File: config.mk
export PLATFORM = sky130hd
export DESIGN_NAME = nurn_spike_aer_tx
export DESIGN_NICKNAME = d
export VERILOG_FILES = /design/src/rtl/nurn_spike_aer_tx.sv
export SDC_FILE = /design/constraint.sdc
export NUM_CORES = 1
export LEC_CHECK = 0
export CORE_MARGIN = 4
export CORE_UTILIZATION = 60
export DETAILED_ROUTE_END_ITERATION = 8
export GPL_ROUTABILITY_DRIVEN = 0
export PLACE_DENSITY = 0.83
export SETUP_SLACK_MARGIN = 0.3
export SLEW_MARGIN = 10
export SYNTH_ARGS = -nofsm -noshare
export SYNTH_HDL_FRONTEND = slang
export SYNTH_SLANG_ARGS = --single-unit
File: constraint.sdc
create_clock -name clk_i -period 8.93 [get_ports clk_i]
set_input_delay 1.3395 -clock clk_i [delete_from_list [all_inputs] [get_ports clk_i]]
set_output_delay 1.3395 -clock clk_i [all_outputs]
set_load 0.005 [all_outputs]
File: src/rtl/nurn_spike_aer_tx.sv
// nurn_spike_aer_tx
//   Output-side spike packetizer. Fire events from the neuron datapath are
//   tagged with the current time-step, filtered so that each neuron emits at
//   most one packet per step, queued in a first-word-fall-through FIFO and
//   offered to the router over a valid/ready handshake.
//
// Ports
//   clk_i, rst_n_i    clock, asynchronous active-low reset
//   start_i           time-step start pulse (advances ts_o, clears bitmap)
//   clear_i           synchronous flush of FIFO and duplicate bitmap
//   drop_mode_i       1 = drop on full, 0 = back-pressure on full
//   spike_vld_i/_rdy_o, spike_nurn_i, spike_aer_i   input event handshake
//   pkt_o, pkt_vld_o, pkt_rdy_i                     packet stream to router
//   ts_o              current time-step tag
//   fifo_cnt_o        registered FIFO occupancy
//   drop_cnt_o        saturating count of packets lost to overflow
//   dup_cnt_o         saturating count of filtered duplicate spikes
module nurn_spike_aer_tx #(
  parameter int unsigned NUM_NURNS          = 4,
  parameter int unsigned NURN_CNT_BIT_WIDTH = 2,
  parameter int unsigned AER_BIT_WIDTH      = 32,
  parameter int unsigned TS_BIT_WIDTH       = 8,
  parameter int unsigned FIFO_DEPTH         = 8,
  parameter int unsigned FIFO_CNT_BIT_WIDTH = 4,
  parameter int unsigned STAT_BIT_WIDTH     = 16
) (
  input  logic                          clk_i,
  input  logic                          rst_n_i,
  input  logic                          start_i,
  input  logic                          clear_i,
  input  logic                          drop_mode_i,
  input  logic                          spike_vld_i,
  input  logic [NURN_CNT_BIT_WIDTH-1:0] spike_nurn_i,
  input  logic [AER_BIT_WIDTH-1:0]      spike_aer_i,
  output logic                          spike_rdy_o,
  output logic [AER_BIT_WIDTH-1:0]      pkt_o,
  output logic                          pkt_vld_o,
  input  logic                          pkt_rdy_i,
  output logic [TS_BIT_WIDTH-1:0]       ts_o,
  output logic [FIFO_CNT_BIT_WIDTH-1:0] fifo_cnt_o,
  output logic [STAT_BIT_WIDTH-1:0]     drop_cnt_o,
  output logic [STAT_BIT_WIDTH-1:0]     dup_cnt_o
);

  localparam int unsigned PTR_W = $clog2(FIFO_DEPTH);
  localparam int unsigned PAY_W = AER_BIT_WIDTH - TS_BIT_WIDTH;

  logic [TS_BIT_WIDTH-1:0]       ts_q, ts_d;
  logic [NUM_NURNS-1:0]          bitmap_q, bitmap_d;
  logic [NUM_NURNS-1:0]          bitmap_step;
  logic [PTR_W-1:0]              wr_ptr_q, wr_ptr_d;
  logic [PTR_W-1:0]              rd_ptr_q, rd_ptr_d;
  logic [FIFO_CNT_BIT_WIDTH-1:0] cnt_q, cnt_d;
  logic [STAT_BIT_WIDTH-1:0]     drop_cnt_q, drop_cnt_d;
  logic [STAT_BIT_WIDTH-1:0]     dup_cnt_q, dup_cnt_d;
  logic [AER_BIT_WIDTH-1:0]      mem_q [FIFO_DEPTH];

  logic                          full;
  logic                          rdy;
  logic                          accept;
  logic                          dup;
  logic                          push;
  logic                          drop;
  logic                          pop;
  logic [AER_BIT_WIDTH-1:0]      pkt_in;

  // The time-step field of the AER word is replaced by the tag.
  logic unused_aer_hi;
  assign unused_aer_hi = ^spike_aer_i[AER_BIT_WIDTH-1:PAY_W];

  always_comb begin
    // Full is taken from registered occupancy only, so a same-cycle pop never
    // frees a slot and pkt_rdy_i has no path to spike_rdy_o.
    full        = (cnt_q == FIFO_CNT_BIT_WIDTH'(FIFO_DEPTH));
    rdy         = drop_mode_i | ~full;

    ts_d        = start_i ? ts_q + TS_BIT_WIDTH'(1) : ts_q;
    // A spike in the start_i cycle belongs to the new step.
    bitmap_step = start_i ? '0 : bitmap_q;

    accept      = spike_vld_i & rdy & ~clear_i;
    dup         = accept & bitmap_step[spike_nurn_i];
    push        = accept & ~dup & ~full;
    drop        = accept & ~dup & full;
    pop         = (cnt_q != '0) & pkt_rdy_i & ~clear_i;

    pkt_in      = {ts_d, spike_aer_i[PAY_W-1:0]};

    bitmap_d = bitmap_step;
    if (push) begin
      bitmap_d[spike_nurn_i] = 1'b1;
    end

    wr_ptr_d = push ? wr_ptr_q + PTR_W'(1) : wr_ptr_q;
    rd_ptr_d = pop  ? rd_ptr_q + PTR_W'(1) : rd_ptr_q;

    cnt_d = cnt_q;
    if (push && !pop) begin
      cnt_d = cnt_q + FIFO_CNT_BIT_WIDTH'(1);
    end else if (pop && !push) begin
      cnt_d = cnt_q - FIFO_CNT_BIT_WIDTH'(1);
    end

    if (clear_i) begin
      bitmap_d = '0;
      wr_ptr_d = '0;
      rd_ptr_d = '0;
      cnt_d    = '0;
    end

    drop_cnt_d = drop_cnt_q;
    if (drop && (drop_cnt_q != '1)) begin
      drop_cnt_d = drop_cnt_q + STAT_BIT_WIDTH'(1);
    end

    dup_cnt_d = dup_cnt_q;
    if (dup && (dup_cnt_q != '1)) begin
      dup_cnt_d = dup_cnt_q + STAT_BIT_WIDTH'(1);
    end
  end

  always_ff @(posedge clk_i or negedge rst_n_i) begin
    if (!rst_n_i) begin
      ts_q       <= '0;
      bitmap_q   <= '0;
      wr_ptr_q   <= '0;
      rd_ptr_q   <= '0;
      cnt_q      <= '0;
      drop_cnt_q <= '0;
      dup_cnt_q  <= '0;
    end else begin
      ts_q       <= ts_d;
      bitmap_q   <= bitmap_d;
      wr_ptr_q   <= wr_ptr_d;
      rd_ptr_q   <= rd_ptr_d;
      cnt_q      <= cnt_d;
      drop_cnt_q <= drop_cnt_d;
      dup_cnt_q  <= dup_cnt_d;
    end
  end

  // Storage needs no reset: an entry is only visible once counted in cnt_q.
  always_ff @(posedge clk_i) begin
    if (push) begin
      mem_q[wr_ptr_q] <= pkt_in;
    end
  end

  assign spike_rdy_o = rdy;
  assign pkt_vld_o   = (cnt_q != '0);
  assign pkt_o       = pkt_vld_o ? mem_q[rd_ptr_q] : '0;
  assign ts_o        = ts_q;
  assign fifo_cnt_o  = cnt_q;
  assign drop_cnt_o  = drop_cnt_q;
  assign dup_cnt_o   = dup_cnt_q;

endmodule

==> impl_metrics.env <==
export IMPL_synth_flop_cell="edfxtp_1"
export IMPL_min_period_ns=4.79
export IMPL_initial_core_util=0.613
export IMPL_max_clock_freq_mhz=209
export IMPL_slew_viol_final=0
export IMPL_multi_input_area_um2=3350
export IMPL_setup_worst_path_start_class="flop"
export IMPL_met3_usage=0.0432
export IMPL_synth_nets=716
export IMPL_clockRootBuffer="clkbuf_16"
export IMPL_fin_crit_sh=0.536
export IMPL_fillers=1139
export IMPL_yosysTopAreaCellShare=0.616
export IMPL_worst_pin_slew_ns=0.980
export IMPL_setup_violations_final=0
export IMPL_io_pins=119
export IMPL_wl_um=24900
export IMPL_max_stage_delay_ns=0.76
export IMPL_yosysSeqAreaShare=0.724
export IMPL_die_width_um=152
export IMPL_yosysMostFrequentCell="edfxtp_1"
export IMPL_path_cells="buf_4 > mux4_2 > mux2i_1 > nor2_1 > clkdlybuf4s50_1"
export IMPL_yosys_area_top_type="edfxtp_1"
export IMPL_grt_busiest_layer="met2"
export IMPL_critPathMaxFanout=40
export IMPL_initialDrtViolationCount=418
export IMPL_clock_latency_ns=0.56
export IMPL_worstHoldPathCells=1
export IMPL_crit_family="buffers and inverters"
export IMPL_vias_per_cell=5.97
export IMPL_postLayoutCoreUtil=0.736
export IMPL_crit_slowest_cell="dfrtp_4"
export IMPL_first_pass_iters=6
export IMPL_core_um2=20400
export IMPL_antenna_cells=0
export IMPL_cellLeakagePower_nw=4.95
export IMPL_status="complete, no violations"
export IMPL_grt_pass1_wl_um=39700
export IMPL_finalNetCount=847
export IMPL_powerDensity_nw_per_um2=267
export IMPL_worst_slew_margin_rel=0.341
export IMPL_synth_warning_count=0
export IMPL_netlist_top_cells_area="edfxtp_1 (62%), mux4_2 (12%), dfrtp_1 (11%)"
export IMPL_cts_max_level=1
export IMPL_power_total_mw=4.00
export IMPL_antenna_found_initial=0
export IMPL_cp_end_kind="primary output"
export IMPL_cts_tree="built"
export IMPL_die_h_um=152
export IMPL_synth_cells=667
export IMPL_synth_area_um2=12500
export IMPL_fin_skew_ns=0.0124
export IMPL_num_rows=52
export IMPL_cts_resized=0
export IMPL_worstSetupPathType="flop to primary output"
export IMPL_rsz0062_at_grt="false"
export IMPL_synth_seq_cells=310
export IMPL_worst_r2r_path_depth=11
export IMPL_grt_overflow_total=0
export IMPL_drive_above_1_share=0.194
export IMPL_met1_usage=0.293
export IMPL_cts_inserted_buffers=31
export IMPL_grt_pass1_vias=6892
export IMPL_dp_cells=1035
export IMPL_syn_to_final_growth_pct=20.1
export IMPL_grt_max_degree=55
export IMPL_synth_edf_count=256
export IMPL_vias=6523
export IMPL_dp_hpwl_um=14100
export IMPL_clkSlewWorstSetupHoldPaths_ns=0.06
export IMPL_post_cts_setup_buffers=0
export IMPL_timing_setup_tns_ns=0
export IMPL_vdd_drop_max_mv=0.177
export IMPL_drc=0
export IMPL_grt_met2_usage=0.376
export IMPL_async_flop_share=0.174
export IMPL_synth_cell_types=47
export IMPL_arrival_ns=3.45
export IMPL_io_buffers=110
export IMPL_cts_sinks=310
export IMPL_stdcell_count=1093
export IMPL_synth_avg_cell_area_um2=18.7
export IMPL_path_depth=5
export IMPL_synth_commonest_cells="edfxtp_1 (256), mux4_2 (64), dfrtp_1 (54)"
export IMPL_hold_viol=0
export IMPL_cts_hold_buf=0
export IMPL_track_usage=0.217
export IMPL_ant_nets=0
export IMPL_die_area_um2=23200
export IMPL_wire_per_inst_um=22.8
export IMPL_required_ns=7.59
export IMPL_drv_cap=0
export IMPL_clockBufferDepth=3
export IMPL_regArea_um2=9040
export IMPL_worst_path_buf_inv=2
export IMPL_hold_path_class="flop to flop"
[routing by layer]
| layer | wire [µm] | share of wire |
|---|---|---|
| met5 | 0 | 0 |
| met4 | 414 | 0.017 |
| met3 | 1610 | 0.065 |
| met2 | 12900 | 0.52 |
| met1 | 9980 | 0.40 |
[cells in the final DEF (no fill, tap or decap), drive strengths merged, types with 3 or more instances in the layout]
cell / synthesis / routed
nor2: 46 / 46
nand3: 18 / 18
nand4: 16 / 16
ha: 7 / 7
xor2: 6 / 6
o21ai: 6 / 6
edfxtp: 256 / 256
dfrtp: 54 / 54
buf: 12 / 14
inv: 8 / 11
nor4b: 4 / 4
xnor2: 35 / 35
and3: 6 / 6
nand2b: 6 / 6
nand2: 24 / 24
nor3b: 4 / 4
mux4: 64 / 64
clkdlybuf4s50: 0 / 109
nor4: 5 / 5
mux2: 5 / 5
clkinv: 0 / 12
nor3: 8 / 8
nand3b: 3 / 3
clkinvlp: 0 / 5
a21oi: 9 / 9
clkbuf: 13 / 36
mux2i: 34 / 34
[stage by stage]
stage	instance area [µm²]	worst slack (ns)	hold slack, ns
3_3_place_gp	14000	4.24	0.480
4_1_cts	15000	4.04	0.510
6_report	15000	4.14	0.507
2_1_floorplan	12500	3.03	0.481
3_5_place_dp	14000	4.18	0.495
5_1_grt	15000	3.84	0.523
[worst register-to-register path: stages, from the launching register on]
cell and delay [ns]:
dfrtp_1 0.51, nor4_4 0.30, buf_4 0.46, inv_2 0.09, nand2_1 0.15, nand3_1 0.21
ha_1 0.33, a21o_1 0.17, a21oi_1 0.18, o21ai_0 0.11, a2bb2oi_1 0.16, mux2_1 0.33
[path summary, 6_finish.rpt]
check	from	endpoint	slack, ns
min reg2reg	drop_cnt_o[10]$_DFFE_PN0P_	drop_cnt_o[10]$_DFFE_PN0P_	0.51
max reg2reg	fifo_cnt_o[1]$_DFFE_PN0P_	fifo_cnt_o[3]$_DFFE_PN0P_	5.83
max in group asynchronous	rst_n_i	rd_ptr_q[0]$_DFFE_PN0P_	7.49
max	rd_ptr_q[0]$_DFFE_PN0P_	pkt_o[8]	4.14
min in group asynchronous	rst_n_i	ts_o[2]$_DFF_PN0_	0.91
min	drop_cnt_o[10]$_DFFE_PN0P_	drop_cnt_o[10]$_DFFE_PN0P_	0.51
[logic make-up after synthesis]
kind of cell / Yosys count / synth area share
buffers and inverters: 33 / 0.0112
adders and majority gates: 8 / 0.00862
and+or+nand+nor: 150 / 0.0659
DFF: 310 / 0.724
muxes: 103 / 0.147
xor gates and xnor gates: 41 / 0.0288
AOI/OAI and AO/OA: 22 / 0.0143
[sequential cells by signal, indices dropped and copies added (netlist names)]
name	cells
mem_q	256
wr_ptr_q	3
bitmap_q	4
drop_cnt_o	16
fifo_cnt_o	4
ts_o	8
dup_cnt_o	16
rd_ptr_q	3
[power by group]
group          internal (mW)  leakage [nW]  total [mW]  switching [mW]
Combinational          0.523          1.39       0.939           0.416
Clock                  0.748         0.503        1.29           0.539
Sequential              1.68          3.05        1.78           0.100
Total                   2.95          4.95        4.00            1.06
[area by class of cell]
cell class | count | area share
Sequential cell | 310 | 0.603
Clock inverter | 22 | 0.0122
Clock buffer | 36 | 0.0571
Tap cell | 270 | 0.0225
Multi-Input combinational cell | 324 | 0.223
Timing Repair Buffer | 123 | 0.0796
Inverter | 8 | 0.00200
Power figures use the tool's default switching activity.
==> patch: new RTL, same flow settings <==
Set the parameter `AER_BIT_WIDTH` to 24 (it was 32).
--- a/src/rtl/nurn_spike_aer_tx.sv
+++ b/src/rtl/nurn_spike_aer_tx.sv
@@ -19,5 +19,5 @@
   parameter int unsigned NUM_NURNS          = 4,
   parameter int unsigned NURN_CNT_BIT_WIDTH = 2,
-  parameter int unsigned AER_BIT_WIDTH      = 32,
+  parameter int unsigned AER_BIT_WIDTH      = 24,
   parameter int unsigned TS_BIT_WIDTH       = 8,
   parameter int unsigned FIFO_DEPTH         = 8,
Interface: changed (resized pkt_o and spike_aer_i); port bits go from 119 to 103. No check against the original RTL was run, so the function may have changed too.
==> patch against the original RTL <==
  * Wire length decreased by 19%
  * Non-clock buffer count fell by 17
  * Sequential cell count fell by 64
  * Total power is 19% lower
  * Worst setup slack better by 0.44 ns
  * Design area fell by 19%
  * Sequential share of layout area fell by 1.4 points
  * Synthesized area decreased by 19%
  * Critical endpoint is now pkt_o[19]
  * Highest routed layer unchanged
==> patch: results (changes against the original RTL) <==
Timing
  • Relative slew margins: 0.341 (-0.000721)
  • Fmax: 0.230 GHz (+10%)
  • Clk_skew: 0.0135 ns (+0.00109 ns)

Synthesis
  • Area share of the leading cell type in the synthesized netlist: 0.572 (-0.0435)
  • Largest cells by area after synthesis: edfxtp_1, dfrtp_1, mux4_2, xnor2_1, mux2i_1
  • Post-synth cell types: 51 (+8.5%)
  • Synth Area per Inst: 17.7 um2 (-5.4%)
  • Number of synthesized flops with an enable pin: 192 (-25%)
  • Synth top cells by count: edfxtp_1, dfrtp_1, mux4_2
  • Syn nets: 610 (-15%)
  • Sequential element share of the synthesized area: 0.706 (-0.0176)
  • Ys async rst share: 0.220 (+0.0453)

Worst setup path
  • Worst setup endpoint: pkt_o[19]
  • CP max stage delay: 1.09 ns (+0.33 ns)
  • Crit-path max FO: 50 (+25%)
  • Arrival time worst endpoint: 3.00 ns (-0.45 ns)
  • R2R Setup Slk: 5.90 ns (+0.07 ns)

Power and ir drop
  • LEAKAGE: 4.05 nW (-18%)

Final layout
  • Share of layout cells above drive strength 1: 0.179 (-0.0151)
  • Non-filler cells, final: 917 (-16%)
  • Max FFs per register: 192 (-25%)

Global routing
  • GR Util met2: 0.367 (-0.00930)
  • Global-route wire length before repair: 31800 um (-20%)
  • Met3 Use GR: 0.0467 (+0.00358)
  • Total GRT Usage: 0.221 (+0.00309)

Placed design
  • Placed cell count: 873 (-16%)
  • Dpl cell area: 11300 um2 (-19%)
  • PortBufs: 94 (-15%)

Outcome
  • Status: complete, no violations

Clock tree
  • Worst skew pair latency: 0.51 ns (-0.05 ns)

Drt
  • 1st-iter DRT viols: 416 (-0.48%)
  • Drt pass-1 iters: 5 (-1)
-- patch: cell count changes in the layout (fill, tap and decap cells not counted), sizes merged, moves of 5 or more --
cell / delta
inv: -5
mux4: -16
nand4: +6
nor2: -6
edfxtp: -64
mux2i: -8
clkdlybuf4s50: -16
clkinv: -6
-- patch: report_power, final --
group          leakage, nW  switching [mW]  internal [mW]
combinational         1.21           0.340          0.457
sequential            2.48           0.125           1.34
clock                0.370           0.410          0.567
-- patch: area by class of cell --
type                       instances  area [um2]  share of cell area
clock inverter                    10        81.3             0.00673
sequential                       246        7120               0.589
inverter                           6        22.5             0.00186
multi-input combinational        295        2870               0.238
clock buffer                      34         689              0.0570
timing repair buffer             106        1030              0.0849
tap                              220         275              0.0228
-- patch: metrics by stage --
step           worst slack [ns]  power [mW]  utilization
2_1_floorplan              3.93        1.91            -
3_3_place_gp               4.50        2.26        0.685
3_5_place_dp               4.46        2.29        0.685
4_1_cts                    4.50        3.28        0.732
5_1_grt                    4.31        3.39        0.732
6_report                   4.59        3.24        0.732
-- patch: metal layers --
| metal | wire (um) | part of all wire | up-vias |
|---|---|---|---|
| met5 | 0 | 0 | - |
| met4 | 259 | 0.013 | 0 |
| met3 | 1400 | 0.069 | 23 |
| met2 | 10300 | 0.51 | 197 |
| met1 | 8230 | 0.41 | 2857 |
| li1 | - | - | 2446 |
-- patch: kinds of logic after synthesis --
logic type	synth area share
and+or+nand+nor	0.0823
AOI/OAI and AO/OA	0.0130
DFF	0.706
adders and majority gates	0.0107
muxes	0.140
buffers and inverters	0.0127
xor gates and xnor gates	0.0348
-- patch: worst max-delay path: cells and delay by family (launching register included) --
kind / cells / cell delay, ns
mux: 2 / 0.81
simple gates: 1 / 0.10
flops: 1 / 1.09
buf+inv: 1 / 0.48
